## config.mk

```make
export PLATFORM = sky130hd
export DESIGN_NAME = ocp_bus_arbiter
export DESIGN_NICKNAME = d
export VERILOG_FILES = /design/src/rtl/ocp_arb_pkg.sv /design/src/rtl/ocp_rr_pick.sv /design/src/rtl/ocp_bus_arbiter.sv
export SDC_FILE = /design/constraint.sdc
export NUM_CORES = 1
export LEC_CHECK = 0
export ABC_AREA = 1
export CAP_MARGIN = 20
export CORE_ASPECT_RATIO = 1.4
export CORE_MARGIN = 2
export CORE_UTILIZATION = 39
export CTS_BUF_LIST = sky130_fd_sc_hd__clkbuf_4 sky130_fd_sc_hd__clkbuf_8
export DETAILED_ROUTE_END_ITERATION = 8
export PLACE_DENSITY = 0.93
export SYNTH_ARGS = -nofsm -noshare
export SYNTH_HDL_FRONTEND = slang
export SYNTH_HIERARCHICAL = 1
export SYNTH_SLANG_ARGS = --single-unit
```

## constraint.sdc

```tcl
create_clock -name clk -period 3.1 [get_ports clk]
set_clock_uncertainty 0.15 [all_clocks]
set_input_delay 0.465 -clock clk [delete_from_list [all_inputs] [get_ports clk]]
set_output_delay 0.465 -clock clk [all_outputs]
set_load 0.01 [all_outputs]
```

## src/rtl/ocp_arb_pkg.sv

```systemverilog
// Shared command/response codes and FSM state encodings for the two-master OCP arbiter.
package ocp_arb_pkg;

  localparam logic [2:0] CMD_IDLE = 3'b000;
  localparam logic [2:0] CMD_WR   = 3'b001;
  localparam logic [2:0] CMD_RD   = 3'b010;

  localparam logic [1:0] RESP_NULL = 2'b00;
  localparam logic [1:0] RESP_DVA  = 2'b01;
  localparam logic [1:0] RESP_ERR  = 2'b10;
  localparam logic [1:0] RESP_TMO  = 2'b11;

  typedef logic [1:0] state_t;

  localparam state_t ST_IDLE = 2'd0;
  localparam state_t ST_CMD  = 2'd1;
  localparam state_t ST_RESP = 2'd2;
  localparam state_t ST_ERR  = 2'd3;

  function automatic logic cmd_legal(input logic [2:0] cmd);
    return (cmd == CMD_WR) || (cmd == CMD_RD);
  endfunction

endpackage

```

## src/rtl/ocp_rr_pick.sv

```systemverilog
// Two-way round-robin pick: a sole requester wins, a tie goes to the master not granted last.
module ocp_rr_pick (
  input  logic [1:0] req,
  input  logic       last,
  output logic       gnt_valid,
  output logic       gnt_idx
);

  assign gnt_valid = |req;
  assign gnt_idx   = (&req) ? ~last : req[1];

endmodule

```

## src/rtl/ocp_bus_arbiter.sv

```systemverilog
// Arbitrates two OCP masters onto one slave, one transaction outstanding at a time.
// state | meaning: IDLE wait for request | CMD forward owner cmd | RESP wait slave resp/timeout | ERR illegal cmd reply
module ocp_bus_arbiter
  import ocp_arb_pkg::*;
#(
  parameter logic [7:0] TIMEOUT = 8'd255
) (
  input  logic       clk,
  input  logic       reset,
  input  logic [2:0] m0_MCmd,
  input  logic [7:0] m0_MAddr,
  input  logic [7:0] m0_MData,
  output logic       m0_SCmdAccept,
  output logic [7:0] m0_SData,
  output logic [1:0] m0_SResp,
  input  logic [2:0] m1_MCmd,
  input  logic [7:0] m1_MAddr,
  input  logic [7:0] m1_MData,
  output logic       m1_SCmdAccept,
  output logic [7:0] m1_SData,
  output logic [1:0] m1_SResp,
  output logic [2:0] s_MCmd,
  output logic [7:0] s_MAddr,
  output logic [7:0] s_MData,
  input  logic       s_SCmdAccept,
  input  logic [7:0] s_SData,
  input  logic [1:0] s_SResp,
  output logic       arb_busy,
  output logic       arb_owner
);

  state_t     state;
  logic       owner;
  logic       last;
  logic [7:0] cnt;
  logic [7:0] cnt_inc;
  logic [1:0] req;
  logic       gnt_valid;
  logic       gnt_idx;
  logic [2:0] win_cmd;
  logic [2:0] own_cmd;
  logic [7:0] own_addr;
  logic [7:0] own_data;
  logic       rsp_seen;
  logic       tmo_hit;
  logic       o_acc;
  logic [1:0] o_resp;
  logic [7:0] o_data;

  assign req = {m1_MCmd != CMD_IDLE, m0_MCmd != CMD_IDLE};

  ocp_rr_pick u_pick (
    .req       (req),
    .last      (last),
    .gnt_valid (gnt_valid),
    .gnt_idx   (gnt_idx)
  );

  assign win_cmd  = gnt_idx ? m1_MCmd  : m0_MCmd;
  assign own_cmd  = owner   ? m1_MCmd  : m0_MCmd;
  assign own_addr = owner   ? m1_MAddr : m0_MAddr;
  assign own_data = owner   ? m1_MData : m0_MData;

  // Saturating increment; the timeout fires on the cycle the count reaches TIMEOUT.
  assign cnt_inc  = (cnt == TIMEOUT) ? cnt : cnt + 8'd1;
  assign rsp_seen = (s_SResp != RESP_NULL);
  assign tmo_hit  = !rsp_seen && (cnt_inc == TIMEOUT);

  always_ff @(posedge clk) begin
    if (reset) begin
      state <= ST_IDLE;
      cnt   <= 8'd0;
      last  <= 1'b1;
      owner <= 1'b0;
    end else begin
      case (state)
        ST_IDLE: begin
          if (gnt_valid) begin
            owner <= gnt_idx;
            last  <= gnt_idx;
            state <= cmd_legal(win_cmd) ? ST_CMD : ST_ERR;
          end
        end
        ST_CMD: begin
          if (s_SCmdAccept) begin
            state <= ST_RESP;
            cnt   <= 8'd0;
          end
        end
        ST_RESP: begin
          if (rsp_seen || tmo_hit) state <= ST_IDLE;
          else                     cnt   <= cnt_inc;
        end
        ST_ERR:  state <= ST_IDLE;
        default: state <= ST_IDLE;
      endcase
    end
  end

  // Reset gates every output so an in-flight transaction is dropped silently.
  always_comb begin
    s_MCmd  = CMD_IDLE;
    s_MAddr = 8'd0;
    s_MData = 8'd0;
    o_acc   = 1'b0;
    o_resp  = RESP_NULL;
    o_data  = 8'd0;
    if (!reset) begin
      case (state)
        ST_CMD: begin
          s_MCmd  = own_cmd;
          s_MAddr = own_addr;
          s_MData = own_data;
          o_acc   = s_SCmdAccept;
        end
        ST_RESP: begin
          if (rsp_seen) begin
            o_resp = s_SResp;
            o_data = s_SData;
          end else if (tmo_hit) begin
            o_resp = RESP_TMO;
          end
        end
        ST_ERR: begin
          o_acc  = 1'b1;
          o_resp = RESP_ERR;
        end
        default: ;
      endcase
    end
  end

  assign m0_SCmdAccept = o_acc & ~owner;
  assign m0_SResp      = owner ? RESP_NULL : o_resp;
  assign m0_SData      = owner ? 8'd0 : o_data;
  assign m1_SCmdAccept = o_acc & owner;
  assign m1_SResp      = owner ? o_resp : RESP_NULL;
  assign m1_SData      = owner ? o_data : 8'd0;

  assign arb_busy  = !reset && (state != ST_IDLE);
  assign arb_owner = !reset && owner;

endmodule

```

==> impl_metrics.env, run 1 <==
export IMPL_placed_cells=383
export IMPL_status="finished clean"
export IMPL_power_density_nw_per_um2=396
export IMPL_worstMarginPinSlew_ps=414
export IMPL_track_usage=0.260
export IMPL_worst_path_max_fanout=5
export IMPL_seq_area_frac_synth=0.184
export IMPL_synth_top_cells_by_count="nand2_1 (103), nor2_1 (53), a21oi_1 (24)"
export IMPL_postRouteAntennaNets=0
export IMPL_drt_iter0_markers=45
export IMPL_finalSetupViolCount=0
export IMPL_min_path_cells=2
export IMPL_routabilityCongestion=0.858
export IMPL_antenna_cells=0
export IMPL_tns_ps=0
export IMPL_synth_fp_nets=308
export IMPL_row_count=24
export IMPL_fillCellCount=250
export IMPL_routed_wl_um=4760
export IMPL_max_freq_ghz=0.354
export IMPL_synth_edf_count=0
export IMPL_ctsLongestPathBuffers=2
export IMPL_core_area_sq_um=3150
export IMPL_ys_seq_elements=12
export IMPL_htreeDepth=1
export IMPL_clock_sinks=12
export IMPL_dieArea_sq_um=3830
export IMPL_dpl_cell_area_sq_um=2280
export IMPL_area_delta_synth_final_pct=79.8
export IMPL_antenna_found_initial=0
export IMPL_yosys_cell_count_top_type="nand2_1"
export IMPL_synth_cells=256
export IMPL_top_usage_layer="met2"
export IMPL_routed_via_density=5.06
export IMPL_die_width_um=52.9
export IMPL_cts_buffers=3
export IMPL_rsz0062_at_grt="no"
export IMPL_grt_use_met2=0.507
export IMPL_gr_total_overflow=0
export IMPL_maxCapViolations=0
export IMPL_hp_class="reg -> reg"
export IMPL_routedWlPerCell_um=12.3
export IMPL_instances_no_fill=386
export IMPL_slew_headroom=0.724
export IMPL_grt_pass1_vias=1873
export IMPL_p_leak_nw=1.03
export IMPL_post_cts_setup_buffer_count=0
export IMPL_vias=1953
export IMPL_async_flop_share=0
export IMPL_synth_area_leaders="nand2_1 (30%), dfxtp_1 (18%), nor2_1 (15%)"
export IMPL_final_area_sq_um=2350
export IMPL_r2r_cells=13
export IMPL_start_util=0.414
export IMPL_first_pass_iters=4
export IMPL_final_nets=401
export IMPL_crit_path_start_kind="register"
export IMPL_grt_max_degree=31
export IMPL_synth_top_area_cell="nand2_1"
export IMPL_arrival_ps=2210
export IMPL_end_kind="output port"
export IMPL_dp_hpwl_um=3800
export IMPL_grt_first_pass_wirelength_um=7660
export IMPL_hold_viol=0
export IMPL_die_h_um=72.4
export IMPL_grt_util_met3=0.0432
export IMPL_tritoncts="yes"
export IMPL_yosysTopAreaCellShare=0.296
export IMPL_ir_drop_mv=0.276
export IMPL_drive_gt1_frac=0.0692
export IMPL_clk_pin_slew_ps=50
export IMPL_gr_usage_met1=0.269
export IMPL_worstPathRequired_ps=2480
export IMPL_synth_area_sq_um=1310
export IMPL_synth_cell_types=23
export IMPL_drc_errors=0
export IMPL_synth_ff_type="dfxtp_1"
export IMPL_critPathKind="reg -> out"
export IMPL_boundaryPins=94
export IMPL_clkLatencyLatePin_ps=240
export IMPL_finalCriticalPeriod_ps=2820
export IMPL_cts_root_buffer="clkbuf_8"
export IMPL_port_buffers=93
export IMPL_synth_avg_cell_area_sq_um=5.10
export IMPL_yosys_warnings=6
export IMPL_final_max_slew_viol_count=0
export IMPL_min_period_over_period=0.911
==> metrics by stage <==
stage / power, mW / utilization / setup slack (ps) / hold WS [ps]
after floorplan: 0.551 / - / 869 / 279
after global placement: 0.770 / 0.722 / 307 / 296
after detailed placement: 0.779 / 0.722 / 188 / 307
after CTS: 0.924 / 0.736 / 16.0 / 319
after global routing: 1.02 / 0.744 / 140 / 377
final: 0.929 / 0.744 / 275 / 313
==> report_power, final <==
part / internal [mW] / total [mW] / switching (mW)
clock: 0.0857 / 0.144 / 0.0581
sequential: 0.196 / 0.244 / 0.0482
combinational: 0.241 / 0.541 / 0.300
==> what timing repair did <==
action,CTS,global route
endpoints found under the setup margin,2,3
hold buffers,0,0
resized for setup,3,9
pin swaps,0,0
==> routing by layer <==
metal  wire (um)  vias to the layer above
met4         103                        0
met5           0                        -
li1            -                      995
met1        1730                      871
met2        2600                       78
met3         319                        9
==> state kept, by name, summed over array words and instances, names as in the netlist <==
name / count
state: 2
owner: 1
cnt: 8
last: 1
==> area by class of cell <==
cell class,count,area [sq um],share of cell area
Clock buffer,3,41.3,0.0176
Inverter,15,56.3,0.0240
Multi-Input combinational cell,219,980,0.418
Sequential cell,12,245,0.105
Tap cell,39,48.8,0.0208
Timing Repair Buffer,98,975,0.415
==> layout by cell type, fill, tap and decap left out, drive strengths merged <==
cell and instances:
xor2 2, nor3 1, o21ai 4, clkinv 1, nor2 55, nand3 20
ha 1, buf 5, dlygate4sd2 1, o211ai 2, nand3b 1, nand2 106
clkbuf 3, a21oi 24, inv 14, clkdlybuf4s50 89, dfxtp 12, or2 1
nand4 2, dlymetal6s2s 3
==> final timing paths <==
kind         slack, ps                   to                start
max                280          m1_SResp[1]  cnt[1]$_SDFFE_PP0P_
max reg2reg       1080  cnt[2]$_SDFFE_PP0P_  cnt[1]$_SDFFE_PP0P_
min                310    last$_SDFFE_PP1P_    last$_SDFFE_PP1P_
min reg2reg        310    last$_SDFFE_PP1P_    last$_SDFFE_PP1P_
==> cells by family after synthesis <==
group | share of synthesized area
AND/OR/NAND/NOR | 0.596
flip-flops | 0.184
AO/OA/AOI/OAI | 0.119
buffers and inverters | 0.0777
XOR/XNOR | 0.0134
adder cells (fa/ha/maj) | 0.00959
==> worst max-delay path, cell delays in order, from the launching register on <==
cell	delay, ps
dfxtp_2	370
ha_2	220
nand2_1	70
inv_1	110
nand3_2	140
nand2_1	120
nand2_1	70
nor2_1	110
nand2_1	80
nand2_1	80
o211ai_1	130
a21oi_1	160
dlygate4sd2_1	300
Note: power is estimated with default switching activity, not from simulation.
==> run 2, diff against run 1 <==
- HOLD_SLACK_MARGIN: not set -> 0.15
==> results of run 2 <==
Final layout, timing and power as in run 1 (identical DEF).
==> variant 1: new RTL, config.mk and constraints of run 1 <==
Make the reset (`reset`) asynchronous in one clocked block.
--- a/src/rtl/ocp_bus_arbiter.sv
+++ b/src/rtl/ocp_bus_arbiter.sv
@@ -66,7 +66,7 @@
   assign rsp_seen = (s_SResp != RESP_NULL);
   assign tmo_hit  = !rsp_seen && (cnt_inc == TIMEOUT);
 
-  always_ff @(posedge clk) begin
+  always_ff @(posedge clk or posedge reset) begin
     if (reset) begin
       state <= ST_IDLE;
       cnt   <= 8'd0;
Function: no difference found for any inputs over 10 cycles, from zero or initial values and one cycle with reset high; that may be too few to reach the edited logic, so the function may still have changed.
==> variant 1 against run 1 <==
  * Cell count down 1.8%
  * Clock power up 9.7%
  * Core utilization down 2.8 points
  * Via count down 0.87%
  * Largest power group unchanged
  * Global-route usage up 1.5 points
  * Sequential share of layout area up 2.0 points
  * Power up 26%
  * Routed wire length up 12%
  * Design area up 3.1%
  * Count of clock-buffer cells in the layout up 1
  * Setup slack worse by 17 ps
  * Sequential cell count unchanged
  * Area after synthesis up 4.8%
  * Highest routed layer unchanged
==> variant 1: results (changes against run 1) <==
[critical_path]
reg2reg_slack_ps=1150  ; +70 ps
cpMaxStageDelayCell=clkdlybuf4s50_1
reg2reg_from=cnt[0]$_DFFE_PP0P_
cp_top_family=buffers and inverters
cpPeakStageDelay_ps=580  ; +210 ps
crit_path_end=s_MData[1]
r2r_cells=12  ; -1
rr_endpoint=cnt[7]$_DFFE_PP0P_
worst_ep_arrival_time_ps=2230  ; +20 ps

[logic_synthesis]
synth_common_cells=92 x nand2_1, 39 x nor2_1, 28 x a21oi_1
yosysSeqAreaShare=0.220  ; +0.0364
ys_types=25  ; +8.7%
synth_fp_nets=297  ; -3.6%
synth_ff_type=dfrtp_1
synth.largest_area_cell=nand2_1

[global_routing]
grtUsageTotal=0.276  ; +0.0153
grt_pass1_vias=1939  ; +3.5%
grt_pass1_wl_um=8280  ; +8.1%
grt_max_degree=33  ; +6.5%

[placement]
dp_slack_ps=145  ; -42.7 ps
post-dp-hpwl_um=4320  ; +14%
place.gp.congestion=0.849  ; -1.0%

[status]
run_status=complete, no violations

[power_and_ir_drop]
p_leak_nw=1.12  ; +9.0%
ir_worst_vdd_mv=0.539  ; +96%

[layout]
drive_gt1_frac=0.0826  ; +0.0134
nets=392  ; -2.2%

[drt]
wl_per_cell_um=14.1  ; +15%
vias_per_cell=5.11  ; +0.96%

[timing]
fmax_mhz=352  ; -0.61%

variant 1: cell types whose count changed in the layout (fill, tap and decap cells not counted), sizes merged, moves of 4 or more:
cell | before | now
nand2 | 106 | 99
nor2 | 55 | 42
nand3 | 20 | 27
dfrtp | 0 | 11
dfxtp | 12 | 0
a21oi | 24 | 28
variant 1: layout make-up:
type,count,area [um2]
fill,284,960
inverter,16,60.1
multi-input combinational,209,983
timing repair buffer,98,975
tap,40,50.0
sequential,12,302
clock buffer,4,48.8
variant 1: kinds of logic after synthesis:
| group | after synthesis | share of synthesized area |
|---|---|---|
| xor+xnor | 1 | 0.00641 |
| fa+ha+maj | 1 | 0.00915 |
| simple gates | 172 | 0.559 |
| compound gates | 35 | 0.134 |
| flops | 12 | 0.220 |
| buf+inv | 24 | 0.0714 |
variant 1: worst min path at each step:
stage                startpoint  slack (ps)            endpoint
5_1_grt        last$_DFFE_PP1P_         350    last$_DFFE_PP1P_
2_1_floorplan             reset         180  cnt[0]$_DFFE_PP0P_
6_report       last$_DFFE_PP1P_         330    last$_DFFE_PP1P_
4_1_cts        last$_DFFE_PP1P_         330    last$_DFFE_PP1P_
3_3_place_gp   last$_DFFE_PP1P_         310    last$_DFFE_PP1P_
3_5_place_dp   last$_DFFE_PP1P_         320    last$_DFFE_PP1P_
variant 1: what timing repair did:
action | 4_1_cts | 5_1_grt
setup endpoints to repair | 4 | 9
resized for setup | 4 | 4
pin swaps | 0 | 0
buffers inserted | 1 | 1
variant 1: power groups by stage:
stage          clock network [mW]  logic (mW)  registers (mW)
2_1_floorplan                   0       0.432           0.233
3_3_place_gp                    0       0.744           0.242
3_5_place_dp                    0       0.758           0.239
4_1_cts                     0.159       0.769           0.237
5_1_grt                     0.166       0.864           0.238
6_report                    0.158       0.782           0.235
variant 1: through the flow:
stage | instances | instance area (um2)
global route | 379 | 2420
floorplan | 245 | 1370
finish | 379 | 2420
global placement | 373 | 2330
CTS | 378 | 2400
detailed placement | 373 | 2330
variant 1: routing by layer:
| layer | GRT usage | share of wire | vias up |
|---|---|---|---|
| li1 | - | - | 977 |
| met1 | 0.284 | 0.36 | 845 |
| met2 | 0.530 | 0.54 | 104 |
| met3 | 0.0743 | 0.077 | 10 |
| met4 | 0.0694 | 0.022 | 0 |
| met5 | 0 | 0 | - |
variant 1: worst register-to-register path, stage by stage (launching register included):
cell,delay [ps]
dfrtp_1,370
ha_2,220
nand3_2,110
inv_2,130
nand2_4,110
nand2_2,90
nand3_2,90
nor2_4,160
nand2_4,90
nand2_8,100
nand2_4,90
nand2_1,70
nand2_1,60
==> variant 2: new RTL, settings of run 1 <==
Without the edit above. The parameter `TIMEOUT` goes from 8'd255 to 8'd191.
--- a/src/rtl/ocp_bus_arbiter.sv
+++ b/src/rtl/ocp_bus_arbiter.sv
@@ -3,7 +3,7 @@
 module ocp_bus_arbiter
   import ocp_arb_pkg::*;
 #(
-  parameter logic [7:0] TIMEOUT = 8'd255
+  parameter logic [7:0] TIMEOUT = 8'd191
 ) (
   input  logic       clk,
   input  logic       reset,
Check against the original RTL: same outputs for any inputs over 10 cycles, from zero or initial values and one cycle with reset high; that may be too few to reach the edited logic, so the function may still have changed.
==> variant 2 against run 1 <==
  * Area after synthesis increased by 10%
  * Global-route usage decreased by 4.1 points
  * Sequential cell count unchanged
  * Sequential share of layout area decreased by 0.52 points
  * Critical path depth decreased by 5
  * Setup slack got worse by 54 ps
  * Maximum frequency decreased by 1.9%
  * Routed wire length increased by 7.3%
  * Design area increased by 4.2%
  * Power increased by 5.3%
  * Non-clock buffer count unchanged
  * Core utilization decreased by 6.1 points
  * Critical path type unchanged
  * Largest power group unchanged
==> variant 2: results (changes against run 1) <==
[timing]
post-route-min-period_ps=2880  ; +53.7 ps
relSlewSlack=0.601  ; -0.123
whs_ps=312  ; -1.07 ps

[logic_synthesis]
synth_warnings=6  ; unchanged
synth_fp_nets=314  ; +1.9%
ys_types=25  ; +8.7%
avgSynthCellArea_um2=5.48  ; +7.5%
yosysSeqAreaShare=0.167  ; -0.0167
synthTopCellsByArea=nand2_1 23%, dfxtp_1 17%, nor2_1 11%
synth_common_cells=88 x nand2_1, 41 x nor2_1, 27 x a21oi_1

[power_and_ir_drop]
clkPwrFrac=0.138  ; -0.017
ir_worst_vdd_mv=0.282  ; +2.2%
switching_share=0.447  ; +0.00929
pg_comb_mw=0.602  ; +11%
p_leak_nw=1.08  ; +4.7%
share_comb_of_total_power=0.615  ; +0.033

[layout]
fin_cells=394  ; +2.1%
nets=406  ; +1.2%
inverters=21  ; +6
final-clk-cell-share=0.0169  ; -0.000703
seq_area_frac=0.0993  ; -0.00520
multi_input_area_share=0.433  ; +0.0151
nMultiInputCombCells=218  ; -0.46%
buffer_area_frac=0.397  ; -0.0181
fill_cells=304  ; +22%
drive_gt1_frac=0.114  ; +0.0445
reg.largest.list=cnt (8), state (2)
multiInputGateArea_um2=1060  ; +7.9%

[critical_path]
cpMaxStageDelayCell=clkdlybuf4s50_1
cp_max_fo=10  ; +5
worst_ep_arrival_time_ps=2260  ; +50 ps
r2r_cells=14  ; +1
cpPeakStageDelay_ps=570  ; +200 ps
cp_top_family=buffers and inverters
reg2reg_slack_ps=1030  ; -50 ps

[global_routing]
grt_max_degree=32  ; +3.2%
grtUsageTotal=0.220  ; -0.0408
grt_pass1_vias=1881  ; +0.43%
grt_pass1_wl_um=7580  ; -0.99%

[drt]
wl_per_cell_um=12.9  ; +5.1%
drt_iter0_drc=36  ; -20%
vias_per_cell=5.16  ; +2.0%
first_pass_iters=4  ; unchanged

[status]
run_status=complete, no violations

[placement]
post-dp-hpwl_um=4130  ; +8.7%
place.gp.congestion=0.903  ; +5.2%
placed_area_um2=2390  ; +5.2%
dp_slack_ps=199  ; +10.9 ps

[floorplanning]
tapCellCount=42  ; +7.7%

-- variant 2: worst paths after layout --
check | startpoint | endpoint
setup / recovery | state[1]$_SDFFE_PP0P_ | m1_SData[6]
hold reg to reg | last$_SDFFE_PP1P_ | last$_SDFFE_PP1P_
setup reg to reg | cnt[1]$_SDFFE_PP0P_ | cnt[3]$_SDFFE_PP0P_
hold / removal | last$_SDFFE_PP1P_ | last$_SDFFE_PP1P_
-- variant 2: routing by layer --
metal | part of all wire | track usage
met5 | 0 | 0
met4 | 0.025 | 0.0949
met3 | 0.054 | 0.0357
met2 | 0.54 | 0.438
met1 | 0.38 | 0.228
-- variant 2: cell families after synthesis --
logic type | count (synthesis) | share of synthesized area
simple gates | 178 | 0.576
compound gates | 39 | 0.150
buf+inv | 32 | 0.0976
flops | 12 | 0.167
fa+ha+maj | 1 | 0.00872
-- variant 2: timing repair --
action                                  in CTS  in global routing
endpoints found under the setup margin       2                  2
hold buffers                                 0                  0
gates resized for setup                      3                  4
setup buffers                                0                  0
